**config.mk**
```make
export PLATFORM = sky130hd
export DESIGN_NAME = sev_seg_scan
export DESIGN_NICKNAME = d
export VERILOG_FILES = /design/src/rtl/sev_seg_scan.sv
export SDC_FILE = /design/constraint.sdc
export NUM_CORES = 1
export LEC_CHECK = 0
export CORE_MARGIN = 2
export CORE_UTILIZATION = 51
export DETAILED_ROUTE_END_ITERATION = 12
export PLACE_DENSITY = 0.76
export SYNTH_ARGS = -nofsm -noshare
export SYNTH_HDL_FRONTEND = slang
export SYNTH_SLANG_ARGS = --single-unit
```
**constraint.sdc**
```tcl
create_clock -name CLK_100MHZ -period 2.5 [get_ports CLK_100MHZ]
set_input_delay 0.5 -clock CLK_100MHZ [delete_from_list [all_inputs] [get_ports CLK_100MHZ]]
set_output_delay 0.5 -clock CLK_100MHZ [all_outputs]
set_load 0.005 [all_outputs]
```
**src/rtl/sev_seg_scan.sv**
```systemverilog
// +----------------------------------------------------------------------------+
// | sev_seg_scan : 4-digit common-anode 7-segment scan controller with a       |
// |                one-deep load buffer committed at frame boundaries.         |
// | Rev 1.0                                                                    |
// +----------------------------------------------------------------------------+
`default_nettype none

module sev_seg_scan #(
  parameter int DIV_CYCLES   = 100000,
  parameter int BLANK_CYCLES = 1000,
  parameter bit LZ_SUPPRESS  = 1'b1
) (
  input  logic        CLK_100MHZ,
  input  logic        RST,
  input  logic [15:0] VALUE_IN,
  input  logic        LOAD_VALID,
  output logic        LOAD_READY,
  output logic [3:0]  AN,
  output logic [3:0]  DIGIT,
  output logic        FRAME_TICK
);

  localparam int CW = (DIV_CYCLES > 1) ? $clog2(DIV_CYCLES) : 1;

  logic [CW-1:0] cnt_q, cnt_d;
  logic [1:0]    idx_q, idx_d;
  logic          run_q, run_d;
  logic          pend_full_q, pend_full_d;
  logic [15:0]   pend_q, pend_d;
  logic [15:0]   disp_q, disp_d;
  logic [3:0]    an_q, an_d;
  logic [3:0]    digit_q, digit_d;
  logic          tick_q, tick_d;
  logic          xfer, commit, suppress;

  always_comb begin
    run_d       = 1'b1;
    cnt_d       = cnt_q;
    idx_d       = idx_q;
    pend_full_d = pend_full_q;
    pend_d      = pend_q;
    disp_d      = disp_q;
    suppress    = 1'b0;
    an_d        = 4'hF;

    // The first cycle out of reset is itself slot 0, count 0, so the
    // counters hold one cycle before they start advancing.
    if (!run_q) begin
      cnt_d = '0;
      idx_d = 2'd0;
    end else if (cnt_q == CW'(DIV_CYCLES - 1)) begin
      cnt_d = '0;
      idx_d = idx_q + 2'd1;
    end else begin
      cnt_d = cnt_q + 1'b1;
    end

    xfer   = LOAD_VALID & ~pend_full_q;
    commit = tick_q & pend_full_q;
    if (commit) begin
      disp_d      = pend_q;
      pend_full_d = 1'b0;
    end else if (xfer) begin
      pend_d      = VALUE_IN;
      pend_full_d = 1'b1;
    end

    // Outputs are registered from next-state values so they line up with cnt/idx.
    digit_d = disp_d[{idx_d, 2'b00} +: 4];
    case (idx_d)
      2'd3:    suppress = (disp_d[15:12] == 4'h0);
      2'd2:    suppress = (disp_d[15:8] == 8'h00);
      2'd1:    suppress = (disp_d[15:4] == 12'h000);
      default: suppress = 1'b0;
    endcase
    if ((cnt_d >= CW'(BLANK_CYCLES)) && !(LZ_SUPPRESS && suppress)) begin
      an_d = ~(4'b0001 << idx_d);
    end
    tick_d = (cnt_d == '0) && (idx_d == 2'd0);
  end

  always_ff @(posedge CLK_100MHZ) begin
    if (RST) begin
      cnt_q       <= '0;
      idx_q       <= 2'd0;
      run_q       <= 1'b0;
      pend_full_q <= 1'b0;
      pend_q      <= 16'h0000;
      disp_q      <= 16'h0000;
      an_q        <= 4'hF;
      digit_q     <= 4'h0;
      tick_q      <= 1'b0;
    end else begin
      cnt_q       <= cnt_d;
      idx_q       <= idx_d;
      run_q       <= run_d;
      pend_full_q <= pend_full_d;
      pend_q      <= pend_d;
      disp_q      <= disp_d;
      an_q        <= an_d;
      digit_q     <= digit_d;
      tick_q      <= tick_d;
    end
  end

  assign LOAD_READY = ~pend_full_q;
  assign AN         = an_q;
  assign DIGIT      = digit_q;
  assign FRAME_TICK = tick_q;

endmodule

`default_nettype wire
```
# Word level (Yosys, flattened, before mapping)
# Index checks and enable logic that the tools add are counted.
[totals] ff_bits=62 input_bits=19
[classes] addsub=2 magnitude_cmp=1 eq_ne=4 shifts=2 n_mux=7 n_bitwise=6 reduce_logical=11
[op_table] cell="$mux W17" n=2
[op_table] cell="$add A17 B1 Y17 const B" n=1
[op_table] cell="$eq A17 B17 Y1 const B" n=1
[op_table] cell="$ge A17 B10 Y1 const B" n=1
[op_table] cell="$logic_not A17 Y1" n=1
[op_table] cell="$mux W16" n=1
[op_table] cell="$shiftx A16 B5 Y4" n=1
[op_table] cell="$logic_not A12 Y1" n=1
[op_table] cell="$logic_not A8 Y1" n=1
[op_table] cell="$eq A2 B2 Y1 const B" n=2
[op_table] cell="$logic_not A4 Y1" n=1
[op_table] cell="$mux W2" n=2
[op_table] cell="$not A4 Y4" n=1
[op_table] cell="$reduce_or A2 Y1" n=2
[op_table] cell="$shl A1 B2 Y4 const A" n=1
[op_table] cell="$not A1 Y1" n=3
[op_table] cell="$pmux W1 S3" n=1
[op_table] cell="$add A2 B1 Y2 const B" n=1
[op_table] cell="$and A1 B1 Y1" n=2
[op_table] cell="$eq A2 B1 Y1 const B" n=1
[op_table] cell="$logic_and A1 B1 Y1" n=2
[op_table] cell="$logic_not A2 Y1" n=1
[op_table] cell="$reduce_and A2 Y1" n=1
[op_table] cell="$logic_not A1 Y1" n=1
[op_table] cell="$mux W1" n=1

# Logic depth before layout (Yosys ltp)
# Gate-level depths: netlist of run 1.
[depth] word_depth=9 ltp_mapped=8 mapped_depth_nobuf=7

# Worst setup path before layout of run 1
# Ideal clock, no wire load.
[synth_path] path_type="register to register" startpoint="register cnt_q[11]" endpoint="register digit_q[2] (netlist: DIGIT[2])" setup_ps=117 arrival_ps=2472 setup_slack_ps=-88 path_stages_with_launch=8 synth_period_minus_slack_ps=2588 path_cell_list="dfxtp_1 buf_6 or4b_4 nor4_4 xnor2_2 nor2_8 mux4_1 a22o_1"
[synth_via] elab_chain_cells=4
[synth_rtl] item="start, declared" line="25" rtl="logic [CW-1:0] cnt_q, cnt_d;"
[synth_rtl] item="start signal, assigned" line="94" rtl="cnt_q <= cnt_d;"
[synth_rtl] item="$eq A17 B17 Y1" line="51" rtl="end else if (cnt_q == CW'(DIV_CYCLES - 1)) begin"
[synth_rtl] item="$mux W2" line="51"
[synth_rtl] item="$mux W2" line="48" rtl="if (!run_q) begin"
[synth_rtl] item="$shiftx A16 B5 Y4" line="69" rtl="digit_d = disp_d[{idx_d, 2'b00} +: 4];"
[synth_rtl] item="end signal, assigned" line="101" rtl="digit_q <= digit_d;"
[synth_rtl] item="end, declared" line="32" rtl="logic [3:0] digit_q, digit_d;"
# No other way between the ends.
# A chain may end at the register's enable or synchronous reset.

# Final worst setup path of run 1
[layout_path] startpoint="register cnt_q[15]" endpoint="register digit_q[2] (netlist: DIGIT[2])"
# The elaborated chain is that of the path after synthesis.

==> results.cfg, run 1 <==
[run_status]
outcome = completed

[placement]
dp_hpwl_um = 4560
numPortBuffers = 28
place_ws_ns = 0.0853
globalplace.congestion = 0.828

[grt]
grt_pass1_vias = 2293
overflow = 0
grt_max_degree = 38
use_met1_pct = 31.2
met3_usage_pct = 5.91
grt.met2_usage_pct = 34.7
grtUsageTotal_pct = 22.8
grt-busiest-layer = met2
grt_pass1_wl_um = 11100
antenna_found_initial = 0

[worst_setup_path]
r2r_cells = 6
crit_fanout = 4
cp-start-kind = flop
rr_endpoint = DIGIT[2]
cp.required_ns = 2.74
rr_startpoint = cnt_q[15]
worst-setup-path-type = reg2reg
arrival_ns = 2.64
cp-end-kind = flop
reg2reg_slack_ns = 0.09

[clock_network]
clk_latency_ns = 0.35
cts_buffer_depth = 2
cts.sinks = 62
cts_tree = built
path_clk_slew_ns = 0.07
root_buffer = clkbuf_8
hold_buffers = 0
htree_levels = 3
numCtsBuffers = 9

[timing]
setup_viol = 0
worst_pin_slew_ns = 0.544
timing.fmax_mhz = 416
maxSlewViolCount = 0
clock-skew-final_ns = 0.0100
fin_crit_sh_pct = 96.2
finalSetupTns_ns = 0
setup_ws_ns = 0.0949
relSlewSlack_pct = 63.8
period_minus_slack_ns = 2.41
finalHoldViolations = 0

[floorplan]
boundaryPins = 29
die_area_sq_mm = 0.00626
die_height_um = 79.1
num_rows = 27
core_sq_mm = 0.00547
die_w_um = 79.1
start_util_pct = 52.6

[yosys]
synth_flop_cell = dfxtp_1
ys_ff_latch = 62
synthTopCellsByArea = dfxtp_1, nand2_1, a21oi_1
synth_top_area_cell = dfxtp_1
synth_top_area_share_pct = 43.1
synth_nets = 354
seq_area_frac_synth_pct = 43.1
syn_inst = 334
netlist_top_cells_count = nand2_1, dfxtp_1, a21oi_1, nor2_1, clkbuf_1
synth_edf_count = 0
ys_warn_count = 0
synthMostInstantiatedCell = nand2_1
synth_area_per_cell_sq_um = 8.61
synthArstFlopShare_pct = 0
synth.distinct_cells = 47
syn-cell-area_sq_mm = 0.00288

[layout]
layout-drive-gt1-share_pct = 12.9
fill_cells = 470
area_delta_synth_final_pct = 22.4
seq_area_sq_mm = 0.00124
antenna_cells = 0
nets = 394
multi_input_comb_area_sq_mm = 0.00152

[drt]
dr.pass1.iters = 4
drc = 0
wl_per_cell_um = 14.2
wl_um = 6420
num_vias = 2512
vias_per_cell = 5.57
antenna_left = 0
drtIter0Drc = 155

[pwr]
power.density_mw_per_mm2 = 619
ir_worst_vdd_mv = 0.421
p_leak_nw = 1.32

[hold_path]
min_path_cells = 2
hold_end = pend_q[3]
worstHoldStart = pend_q[3]
hp-class = reg2reg

[run]
max-cap-violations = 0
## worst max-delay path by stage
stage,from,end,slack [ns],cells past startpoint
global placement,cnt_q[13],DIGIT[2],0.11,6
floorplan,cnt_q[11],DIGIT[2],-0.06,7
finish,cnt_q[15],DIGIT[2],0.09,6
detailed placement,cnt_q[13],DIGIT[2],0.09,6
CTS,cnt_q[13],DIGIT[2],0.06,6
global route,cnt_q[15],DIGIT[2],-0.006,6
## worst max-delay path, cell delays in order, from the launching register on
cell	delay (ns)
dfxtp_1	0.33
or4bb_4	0.56
nor4_4	0.35
xnor2_2	0.16
nor2_8	0.14
mux4_1	0.55
a22o_1	0.21
## power by group
part           internal [mW]  total, mW  switching (mW)
Combinational         0.0647      0.131          0.0659
Clock                  0.577       1.01           0.435
Sequential              1.01       1.04          0.0261
## sequential cells by signal, summed over array words and instances (netlist names)
| register | cells |
|---|---|
| idx_q | 2 |
| pend_q | 16 |
| cnt_q | 17 |
| DIGIT | 4 |
| run_q | 1 |
| FRAME_TICK | 1 |
| AN | 4 |
| disp_q | 16 |
| pend_full_q | 1 |
## per-layer routing
layer | vias to the layer above | wire length [um]
li1 | 1264 | -
met1 | 1166 | 2910
met2 | 73 | 3030
met3 | 9 | 391
met4 | 0 | 97
met5 | - | 0
## cell type report
class | instances | share of cell area (%)
multi-input combinational | 247 | 43.0
clock buffer | 9 | 3.52
inverter | 8 | 0.853
timing repair buffer | 46 | 11.8
tap | 72 | 2.56
sequential | 62 | 35.3
clock inverter | 7 | 2.95
## timing repair
action,CTS,global route
gates resized for setup,0,5
buffers inserted,0,1
setup endpoints to repair,0,5
## logic make-up (layout without fill, tap and decap cells)
kind of cell	count (synthesis)	in the layout	share of synthesized area, %
adder cells (fa/ha/maj)	1	1	0.435
AND/OR/NAND/NOR	158	158	27.5
buffers and inverters	25	70	4.52
flip-flops	62	62	43.1
XOR/XNOR	15	15	4.83
AO/OA/AOI/OAI	62	62	12.4
multiplexers	11	11	7.22
## metrics by stage
stage	util [%]	area (sq um)	hold WS, ns	instances	power [mW]
5_1_grt	64.4	3520	0.472	451	2.26
4_1_cts	64.0	3500	0.459	450	2.19
3_3_place_gp	59.8	3270	0.442	434	1.19
2_1_floorplan	-	2880	0.432	334	1.13
6_report	64.4	3520	0.458	451	2.18
3_5_place_dp	59.8	3270	0.448	434	1.19
## cells in the final DEF (no fill, tap or decap), types with 3 or more instances in the layout
master           instances
buf_4                   18
nand4_1                  7
nor2b_1                  4
a22o_1                   3
mux2i_1                  5
o21ai_0                  8
mux4_1                   5
nand3_1                 10
xnor2_1                 11
a21oi_1                 36
xor2_1                   3
nor3_1                   7
inv_1                    8
clkbuf_8                 9
a211oi_1                 3
nand2_1                 74
a31oi_1                  4
nor2_1                  18
dfxtp_1                 60
and3_1                   7
nor4_1                   9
inv_6                    4
or3_1                    4
clkdlybuf4s50_1         28
Power figures use the tool's default switching activity.
==> inputs of run 2 (changes only) <==
--- a/config.mk
+++ b/config.mk
@@ -5,6 +5,7 @@
 export SDC_FILE = /design/constraint.sdc
 export NUM_CORES = 1
 export LEC_CHECK = 0
+export CORE_ASPECT_RATIO = 0.5
 export CORE_MARGIN = 2
 export CORE_UTILIZATION = 51
 export DETAILED_ROUTE_END_ITERATION = 12
==> run 2 against run 1 <==
Combinational power barely moved. Final area rose by 1.1%. Global-route usage rose by 0.37 points. Hold slack improved by 0.0034 ns. Critical path type unchanged. Critical endpoint is now DIGIT[1].
==> results.cfg, run 2 (synthesis gave the netlist of run 1 again) <==
[run_status]
outcome = completed

[pwr]
p_leak_nw = 1.31
power_mw = 2.28
ir_worst_vdd_mv = 0.510
power.density_mw_per_mm2 = 641

[floorplan]
core_sq_mm = 0.00547
start_util_pct = 52.6
die_height_um = 57.1
die_w_um = 110
num_rows = 19
boundaryPins = 29
die_area_sq_mm = 0.00629

[grt]
grtUsageTotal_pct = 23.2
grt_pass1_wl_um = 10900
antenna_found_initial = 0
grt_pass1_vias = 2389
overflow = 0
grt_max_degree = 38

[drt]
wl_per_cell_um = 14.7
drc = 0
dr.pass1.iters = 4
num_vias = 2561
wl_um = 6650
antenna_left = 0
vias_per_cell = 5.68
drtIter0Drc = 138

[worst_setup_path]
cp-end-kind = flop
crit_fanout = 4
critical_path_depth = 6
worst-setup-path-type = reg2reg
rr_endpoint = DIGIT[1]
critical-path-top-delay-family = simple AND/OR/NAND/NOR gates
critPathLaunch = cnt_q[12]
rr_startpoint = cnt_q[12]
cpPeakStageDelay_ns = 0.56
cp.required_ns = 2.72
path_buf_inv = 0
r2r_cells = 6
arrival_ns = 2.60
crit_slowest_cell = mux4_1
crit_chain = or4b_4, nor4_4, xnor2_2, nor2_8, mux4_1, a22o_1
cp-start-kind = flop
reg2reg_slack_ns = 0.12

[clock_network]
root_buffer = clkbuf_16
cts.sinks = 62
clk_latency_ns = 0.33
cts_tree = built
cts_buffer_depth = 2
htree_levels = 3
numCtsBuffers = 9
hold_buffers = 0
path_clk_slew_ns = 0.06

[layout]
final_common_cell = nand2_1
layout_common_cells = nand2_1, dfxtp_1, a21oi_1
postLayoutCellArea_sq_mm = 0.00356
antenna_cells = 0
largest_reg_flops = 17
top_regs = cnt_q (17), disp_q (16), pend_q (16)
layout-drive-gt1-share_pct = 12.7
nets = 393
area_delta_synth_final_pct = 23.8
final_util_pct = 65.1
regMostFlops = cnt_q

[placement]
dp_hpwl_um = 4680
numPortBuffers = 28
placed_cell_area_sq_mm = 0.00326
globalplace.congestion = 0.863

[timing]
finalHoldViolations = 0
relSlewSlack_pct = 56.6
fin_crit_sh_pct = 95.3
rsz0062_at_grt = no
timing.fmax_mhz = 420
maxSlewViolCount = 0
clock-skew-final_ns = 0.00647
worst_pin_slew_ns = 0.651
period_minus_slack_ns = 2.38
setup_viol = 0

[hold_path]
worstHoldStart = pend_q[3]
min_path_cells = 2
hp-class = reg2reg
hold_end = pend_q[3]

[run]
max-cap-violations = 0
==> run 2: final cells by class <==
type | instances | area [sq um]
tap | 73 | 91.3
inverter | 8 | 30.0
fill | 424 | 1910
multi-input combinational | 247 | 1510
clock buffer | 10 | 229
sequential | 62 | 1240
timing repair buffer | 45 | 408
clock inverter | 6 | 47.5
==> run 2: worst max-delay path by stage <==
stage	end	slack [ns]
after global routing	DIGIT[1]	0.008
after floorplan	DIGIT[2]	-0.06
after global placement	DIGIT[2]	0.1
final	DIGIT[1]	0.12
after detailed placement	DIGIT[2]	0.08
after CTS	DIGIT[2]	0.05
==> run 2: repair_timing <==
action | CTS | global route
resized for setup | 0 | 6
setup buffers | 0 | 2
hold endpoints to repair | 0 | 0
setup endpoints to repair | 0 | 8
==> run 2: power by group <==
group / total [mW] / switching (mW) / internal (mW)
Sequential: 1.04 / 0.0258 / 1.01
Combinational: 0.128 / 0.0654 / 0.0629
Clock: 1.12 / 0.443 / 0.674
==> run 2: layer usage <==
layer / up-vias / routed length [um] / global-route usage [%]
met5: - / 0 / 0
li1: 1259 / - / -
met3: 13 / 396 / 7.66
met1: 1208 / 2870 / 27.7
met2: 81 / 3260 / 38.7
met4: 0 / 124 / 9.82
==> run 2: through the flow <==
stage	hold WS, ns	setup slack [ns]	setup TNS [ns]	cells
4_1_cts	0.462	0.0503	0	449
2_1_floorplan	0.432	-0.0623	-0.0961	334
3_3_place_gp	0.443	0.0978	0	433
5_1_grt	0.486	0.00843	0	451
3_5_place_dp	0.453	0.0770	0	433
6_report	0.461	0.118	0	451
==> run 2: worst register-to-register path: cells and delay by family (launching register included) <==
family | cells | cell delay, ns
flip-flops | 1 | 0.32
XOR/XNOR | 1 | 0.16
AO/OA/AOI/OAI | 1 | 0.19
AND/OR/NAND/NOR | 3 | 1.04
multiplexers | 1 | 0.56
